## src/rtl/clk_seq_pkg.sv

```systemverilog
// Shared types and constants for the 2x clock generator reset/lock sequencer.
package clk_seq_pkg;

   typedef enum logic [2:0] {
      PLL_RST   = 3'd0,
      WAIT_LOCK = 3'd1,
      STABLE    = 3'd2,
      RELEASE   = 3'd3,
      RUN       = 3'd4,
      FAIL      = 3'd5
   } clk_seq_state_e;

   localparam int unsigned LOST_W = 8;

   function automatic int unsigned max_u(input int unsigned a, input int unsigned b);
      return (a > b) ? a : b;
   endfunction

endpackage

```

## src/rtl/clk_seq_sync2.sv

```systemverilog
// Two-flop synchronizer with asynchronous active-low reset to 0.
module clk_seq_sync2 (
   input  logic clk,
   input  logic rst_n,
   input  logic d,
   output logic q
);

   logic meta_q;

   always_ff @(posedge clk or negedge rst_n) begin
      if (!rst_n) begin
         meta_q <= 1'b0;
         q      <= 1'b0;
      end else begin
         meta_q <= d;
         q      <= meta_q;
      end
   end

endmodule

```

## src/rtl/clk_lock_rst_seq.sv

```systemverilog
// Reset and lock sequencer: drives the generator reset, qualifies lock, and releases
// peripheral then core resets; recovers from lock loss and retries failed locks.
module clk_lock_rst_seq
   import clk_seq_pkg::*;
#(
   parameter int unsigned PLL_RST_CYCLES = 16,
   parameter int unsigned LOCK_TIMEOUT   = 4096,
   parameter int unsigned STABLE_CYCLES  = 256,
   parameter int unsigned STAGGER_CYCLES = 8,
   parameter int unsigned RETRY_MAX      = 3
) (
   input  logic              clk_in1,
   input  logic              resetn,
   input  logic              locked,
   input  logic              relock_req,
   output logic              pll_resetn,
   output logic              clk_en,
   output logic              periph_resetn,
   output logic              core_resetn,
   output logic              relock_ack,
   output logic              fail,
   output logic [LOST_W-1:0] lost_count,
   output logic [2:0]        state
);

   localparam int unsigned CntMax = max_u(max_u(PLL_RST_CYCLES, LOCK_TIMEOUT),
                                          max_u(STABLE_CYCLES, STAGGER_CYCLES));
   localparam int unsigned CntW   = $clog2(CntMax + 1);
   localparam int unsigned RetryW = $clog2(RETRY_MAX + 1);

   clk_seq_state_e    state_q, state_d;
   logic [CntW-1:0]   cnt_q, cnt_d;
   logic [RetryW-1:0] retry_q, retry_d, retry_inc;
   logic              pending_q, pending_d;
   logic [LOST_W-1:0] lost_q, lost_d;
   logic              locked_s;
   logic              ack_d, pll_resetn_d, released_d, core_resetn_d, fail_d;

   clk_seq_sync2 u_lock_sync (
      .clk   (clk_in1),
      .rst_n (resetn),
      .d     (locked),
      .q     (locked_s)
   );

   always_comb begin
      state_d   = state_q;
      cnt_d     = cnt_q;
      retry_d   = retry_q;
      retry_inc = retry_q + RetryW'(1);
      pending_d = pending_q | relock_req;
      lost_d    = lost_q;
      ack_d     = 1'b0;

      unique case (state_q)
         PLL_RST: begin
            if (cnt_q == '0) state_d = WAIT_LOCK;
         end
         WAIT_LOCK: begin
            if (locked_s) begin
               state_d = STABLE;
            end else if (cnt_q == '0) begin
               retry_d = retry_inc;
               state_d = (retry_inc == RetryW'(RETRY_MAX)) ? FAIL : PLL_RST;
            end
         end
         STABLE: begin
            if (!locked_s)         state_d = WAIT_LOCK;
            else if (cnt_q == '0)  state_d = RELEASE;
         end
         RELEASE, RUN: begin
            // Loss takes priority over a simultaneous relock request (pending still set above).
            if (!locked_s) begin
               if (lost_q != '1) lost_d = lost_q + LOST_W'(1);
               state_d = PLL_RST;
            end else if (state_q == RUN && relock_req) begin
               state_d = PLL_RST;
            end else if (state_q == RELEASE && cnt_q == '0) begin
               state_d = RUN;
            end
         end
         FAIL: begin
            if (relock_req) begin
               retry_d = '0;
               state_d = PLL_RST;
            end
         end
         default: state_d = PLL_RST;
      endcase

      if (state_d == RUN) begin
         retry_d   = '0;
         ack_d     = pending_d;
         pending_d = 1'b0;
      end

      // Shared down-counter: reload on every state change, otherwise count toward zero.
      if (state_d != state_q) begin
         case (state_d)
            PLL_RST:   cnt_d = CntW'(PLL_RST_CYCLES - 1);
            WAIT_LOCK: cnt_d = CntW'(LOCK_TIMEOUT - 1);
            STABLE:    cnt_d = CntW'(STABLE_CYCLES - 1);
            RELEASE:   cnt_d = CntW'(STAGGER_CYCLES - 1);
            default:   cnt_d = '0;
         endcase
      end else if (cnt_q != '0) begin
         cnt_d = cnt_q - CntW'(1);
      end

      pll_resetn_d  = (state_d != PLL_RST) && (state_d != FAIL);
      released_d    = (state_d == RELEASE) || (state_d == RUN);
      core_resetn_d = (state_d == RUN);
      fail_d        = (state_d == FAIL);
   end

   always_ff @(posedge clk_in1 or negedge resetn) begin
      if (!resetn) begin
         state_q       <= PLL_RST;
         cnt_q         <= CntW'(PLL_RST_CYCLES - 1);
         retry_q       <= '0;
         pending_q     <= 1'b0;
         lost_q        <= '0;
         pll_resetn    <= 1'b0;
         clk_en        <= 1'b0;
         periph_resetn <= 1'b0;
         core_resetn   <= 1'b0;
         relock_ack    <= 1'b0;
         fail          <= 1'b0;
      end else begin
         state_q       <= state_d;
         cnt_q         <= cnt_d;
         retry_q       <= retry_d;
         pending_q     <= pending_d;
         lost_q        <= lost_d;
         pll_resetn    <= pll_resetn_d;
         clk_en        <= released_d;
         periph_resetn <= released_d;
         core_resetn   <= core_resetn_d;
         relock_ack    <= ack_d;
         fail          <= fail_d;
      end
   end

   assign lost_count = lost_q;
   assign state      = state_q;

endmodule

```

## config.mk

```make
export PLATFORM = sky130hd
export DESIGN_NAME = clk_lock_rst_seq
export DESIGN_NICKNAME = d
export VERILOG_FILES = /design/src/rtl/clk_seq_pkg.sv /design/src/rtl/clk_seq_sync2.sv /design/src/rtl/clk_lock_rst_seq.sv
export SDC_FILE = /design/constraint.sdc
export NUM_CORES = 1
export LEC_CHECK = 0
export ABC_AREA = 1
export CAP_MARGIN = 15
export CORE_MARGIN = 2
export CORE_UTILIZATION = 62
export CTS_BUF_LIST = sky130_fd_sc_hd__clkbuf_8
export DETAILED_ROUTE_END_ITERATION = 10
export PLACE_DENSITY = 0.87
export REMOVE_ABC_BUFFERS = 1
export SYNTH_ARGS = -nofsm -noshare
export SYNTH_HDL_FRONTEND = slang
export SYNTH_SLANG_ARGS = --single-unit
```

## constraint.sdc

```tcl
create_clock -name clk_in1 -period 3.55 [get_ports clk_in1]
set_input_delay 0.71 -clock clk_in1 [delete_from_list [all_inputs] [get_ports clk_in1]]
set_output_delay 0.71 -clock clk_in1 [all_outputs]
set_load 0.03 [all_outputs]
```

==> results.yml <==
clock_network:
  cts.sinks: 34
  cts_setup_buffers: 0
  cts_buffer_depth: 2
  post_cts_sizing: 0
  h-tree-depth: 2
  cts-buffers-inserted: 5
  clkSlewWorstSetupHoldPaths_ns: 0.08
  clock_latency_ns: 0.29
  postCtsHoldBufs: 0
  cts_tree: "built"
  clock-root-buffer: "clkbuf_8"
layout:
  highest_count_cells_in_the_layout_ignoring_fill_and_taps: "35 x nand2_1, 30 x dfrtp_1, 28 x nand3_1"
  final_layout_size_suffix_gt1_share_pct: 15.4
  diodes: 0
  nNetsFinal: 252
  layout-area-overhead-vs-synth_pct: 17.8
  num-fill-cells: 196
  final_common_cell: "nand2_1"
sta:
  finalSetupViolations: 0
  fmax_ghz: 0.397
  finalWorstPathRequiredPeriod_ns: 2.52
  fin_worst_skew_ns: 0.0139
  final_max_slew_viol_count: 0
  final_min_period_over_clock_period_pct: 70.9
  slew-limit-headroom_pct: 72.3
  tns_ns: 0
  grt_setup_unrepaired: "no"
  postLayoutSetupSlackWorst_ns: 1.03
  worst-slew-pin-transition_ns: 0.415
  final_hold_viol_count: 0
status:
  status: "finished, final reports clean"
synth:
  synthesis.area_sq_mm: 0.00188
  netlist.top_cell.by_area: "dfrtp_1"
  portion_of_the_post_synthesis_area_used_by_sequential_elements_pct: 45.5
  yosys.area.top_type_share_pct: 39.9
  synth_area_per_cell_sq_um: 8.55
  synthesis.yosys.warnings: 0
  post_synth_main_area_contributors: "dfrtp_1 40%, nand3_1 7.5%, nand2_1 7.0%, dfstp_2 5.6%, xor2_1 5.6%"
  synth_cell_types: 30
  synth_seq_cells: 34
  synthCells: 220
die:
  rows: 19
  initial_utilization_pct: 66.5
  die_width_um: 59.1
  io_pins: 21
  core_area_sq_mm: 0.00283
  chipHeight_um: 59.1
  dieArea_sq_mm: 0.00349
critical_path:
  worst_path_most_repeated_cell: "nand2_1"
  cp_max_fo: 11
  endpoint_required_time_on_the_critical_path_ns: 3.71
  crit_path_cell_trace: "inv_1, ha_1, nand2_4, nor2_8, nand3_2, nand2_1, nand2_2, nand3_1, nand2_1, nand2_1, nor2_2, nand2_2, nor2_4, a21oi_1"
  cp_num_buf_inv: 1
  cp-start-kind: "flip-flop"
  critical_path.max_stage_delay_ns: 0.52
  timing.critical_path.from: "cnt_q[0]"
  crit_path_end_kind: "flip-flop"
  family_of_cells_with_the_greatest_summed_delay_on_the_critical_path: "simple AND/OR/NAND/NOR gates"
  critical_path.reg2reg.startpoint: "cnt_q[0]"
  setup.worst_path.class: "reg2reg"
  worstPathArrival_ns: 2.67
  critical-path-slowest-cell: "dfstp_2"
grt:
  number_of_antenna_violations_at_the_first_check_in_global_routing: 0
  globalRoute.totalOverflow: 0
  first_global_vias: 1514
  largest_net_degree_at_the_start_of_global_routing: 35
  wire_length_of_the_first_global_routing_pass_mm: 6.61
  grt_util_all_layers_pct: 25.6
routing:
  number_of_drc_violations_after_detailed_routing: 0
  avgRoutedWirePerCell_um: 13.7
  avgViaCountPerCell: 5.60
  wirelength_mm: 3.80
  detailedRoute.firstIterationViolations: 107
  antenna_left: 0
  drt-pass1-iter-count: 4
  vias: 1552
placed_design:
  post-place-ws_ns: 0.774
  globalplace.congestion: 0.893
  numPortBuffers: 20
  place_hpwl_mm: 2.76
power_and_ir_drop:
  vdd_drop_max_v: 0.000575
  power.leakage_nw: 1.12
  power.density_mw_per_mm2: 835
worst_hold_path:
  holdCritPathClass: "reg2reg"
  worstHoldStart: "u_lock_sync.meta_q"
run:
  cap_viol_max_count: 0
## cell type report
cell class	count	area [sq um]	area share [%]
clock buffers	5	68.8	3.11
clock inverters	3	45.0	2.03
inverters	29	109	4.92
multi-input cells	154	890	40.2
flip-flops and latches	34	856	38.6
well taps	31	38.8	1.75
repair buffers	21	208	9.38
## cell families (layout without fill, tap and decap cells)
family	count (synthesis)	count (layout)	share of synthesized area, %
multiplexers	1	1	0.532
buffers and inverters	32	58	7.19
adder cells (fa/ha/maj)	3	3	2.00
AO/OA/AOI/OAI	27	27	7.72
flip-flops	34	34	45.5
XOR/XNOR	17	17	7.92
AND/OR/NAND/NOR	106	106	29.1
## cell usage after synthesis
master / number
nand2_1: 35
dfrtp_1: 30
nand3_1: 28
inv_1: 21
nor2_1: 17
a21oi_1: 14
xor2_1: 12
inv_2: 8
nor3_1: 5
o21ai_0: 5
xnor2_1: 5
dfstp_2: 4
nand4_1: 4
ha_1: 3
nand2_2: 3
nand2_4: 3
nor2_2: 3
nor2_4: 3
o21ai_1: 3
a31oi_1: 2
buf_4: 2
nand3_2: 2
a21oi_2: 1
buf_6: 1
mux2i_1: 1
nand3b_1: 1
nor2_8: 1
nor3_2: 1
o21bai_1: 1
o22ai_1: 1
## worst paths after layout
path,cells after the start,end,slack (ns)
setup / recovery,14,cnt_q[7],1.03
hold / removal,0,u_lock_sync.q,0.36
setup reg to reg,14,cnt_q[7],1.03
hold reg to reg,0,u_lock_sync.q,0.36
max in group asynchronous,2,cnt_q[0],2.41
min in group asynchronous,2,lost_count[2],0.82
## per-stage QoR
stage          cell area, sq um  cells  hold slack (ns)  power (W)  utilization [%]
2_1_floorplan              1850    217            0.331    0.00125                -
3_3_place_gp               2100    269            0.339    0.00145             74.3
3_5_place_dp               2100    269            0.343    0.00148             74.3
4_1_cts                    2210    277            0.367    0.00185             78.3
5_1_grt                    2210    277            0.374    0.00198             78.3
6_report                   2210    277            0.364    0.00185             78.3
## sequential cells by signal (all words and copies together) (netlist names), 2 cells and up
name,flops
cnt_q,13
retry_q,2
state,3
lost_count,8
## report_power, final
part / internal (W) / switching [W] / leakage [nW]
clock network: 0.000209 / 0.000147 / 0.0504
logic: 0.000308 / 0.000563 / 0.632
registers: 0.000517 / 0.000105 / 0.433
total: 0.00103 / 0.000815 / 1.12
## per-layer routing
metal | GRT usage, % | wire [um]
met1 | 32.9 | 1740
met5 | 0 | 0
met2 | 42.5 | 1790
met3 | 6.77 | 228
met4 | 7.79 | 47
No activity file was read; power rests on OpenSTA's default activity.
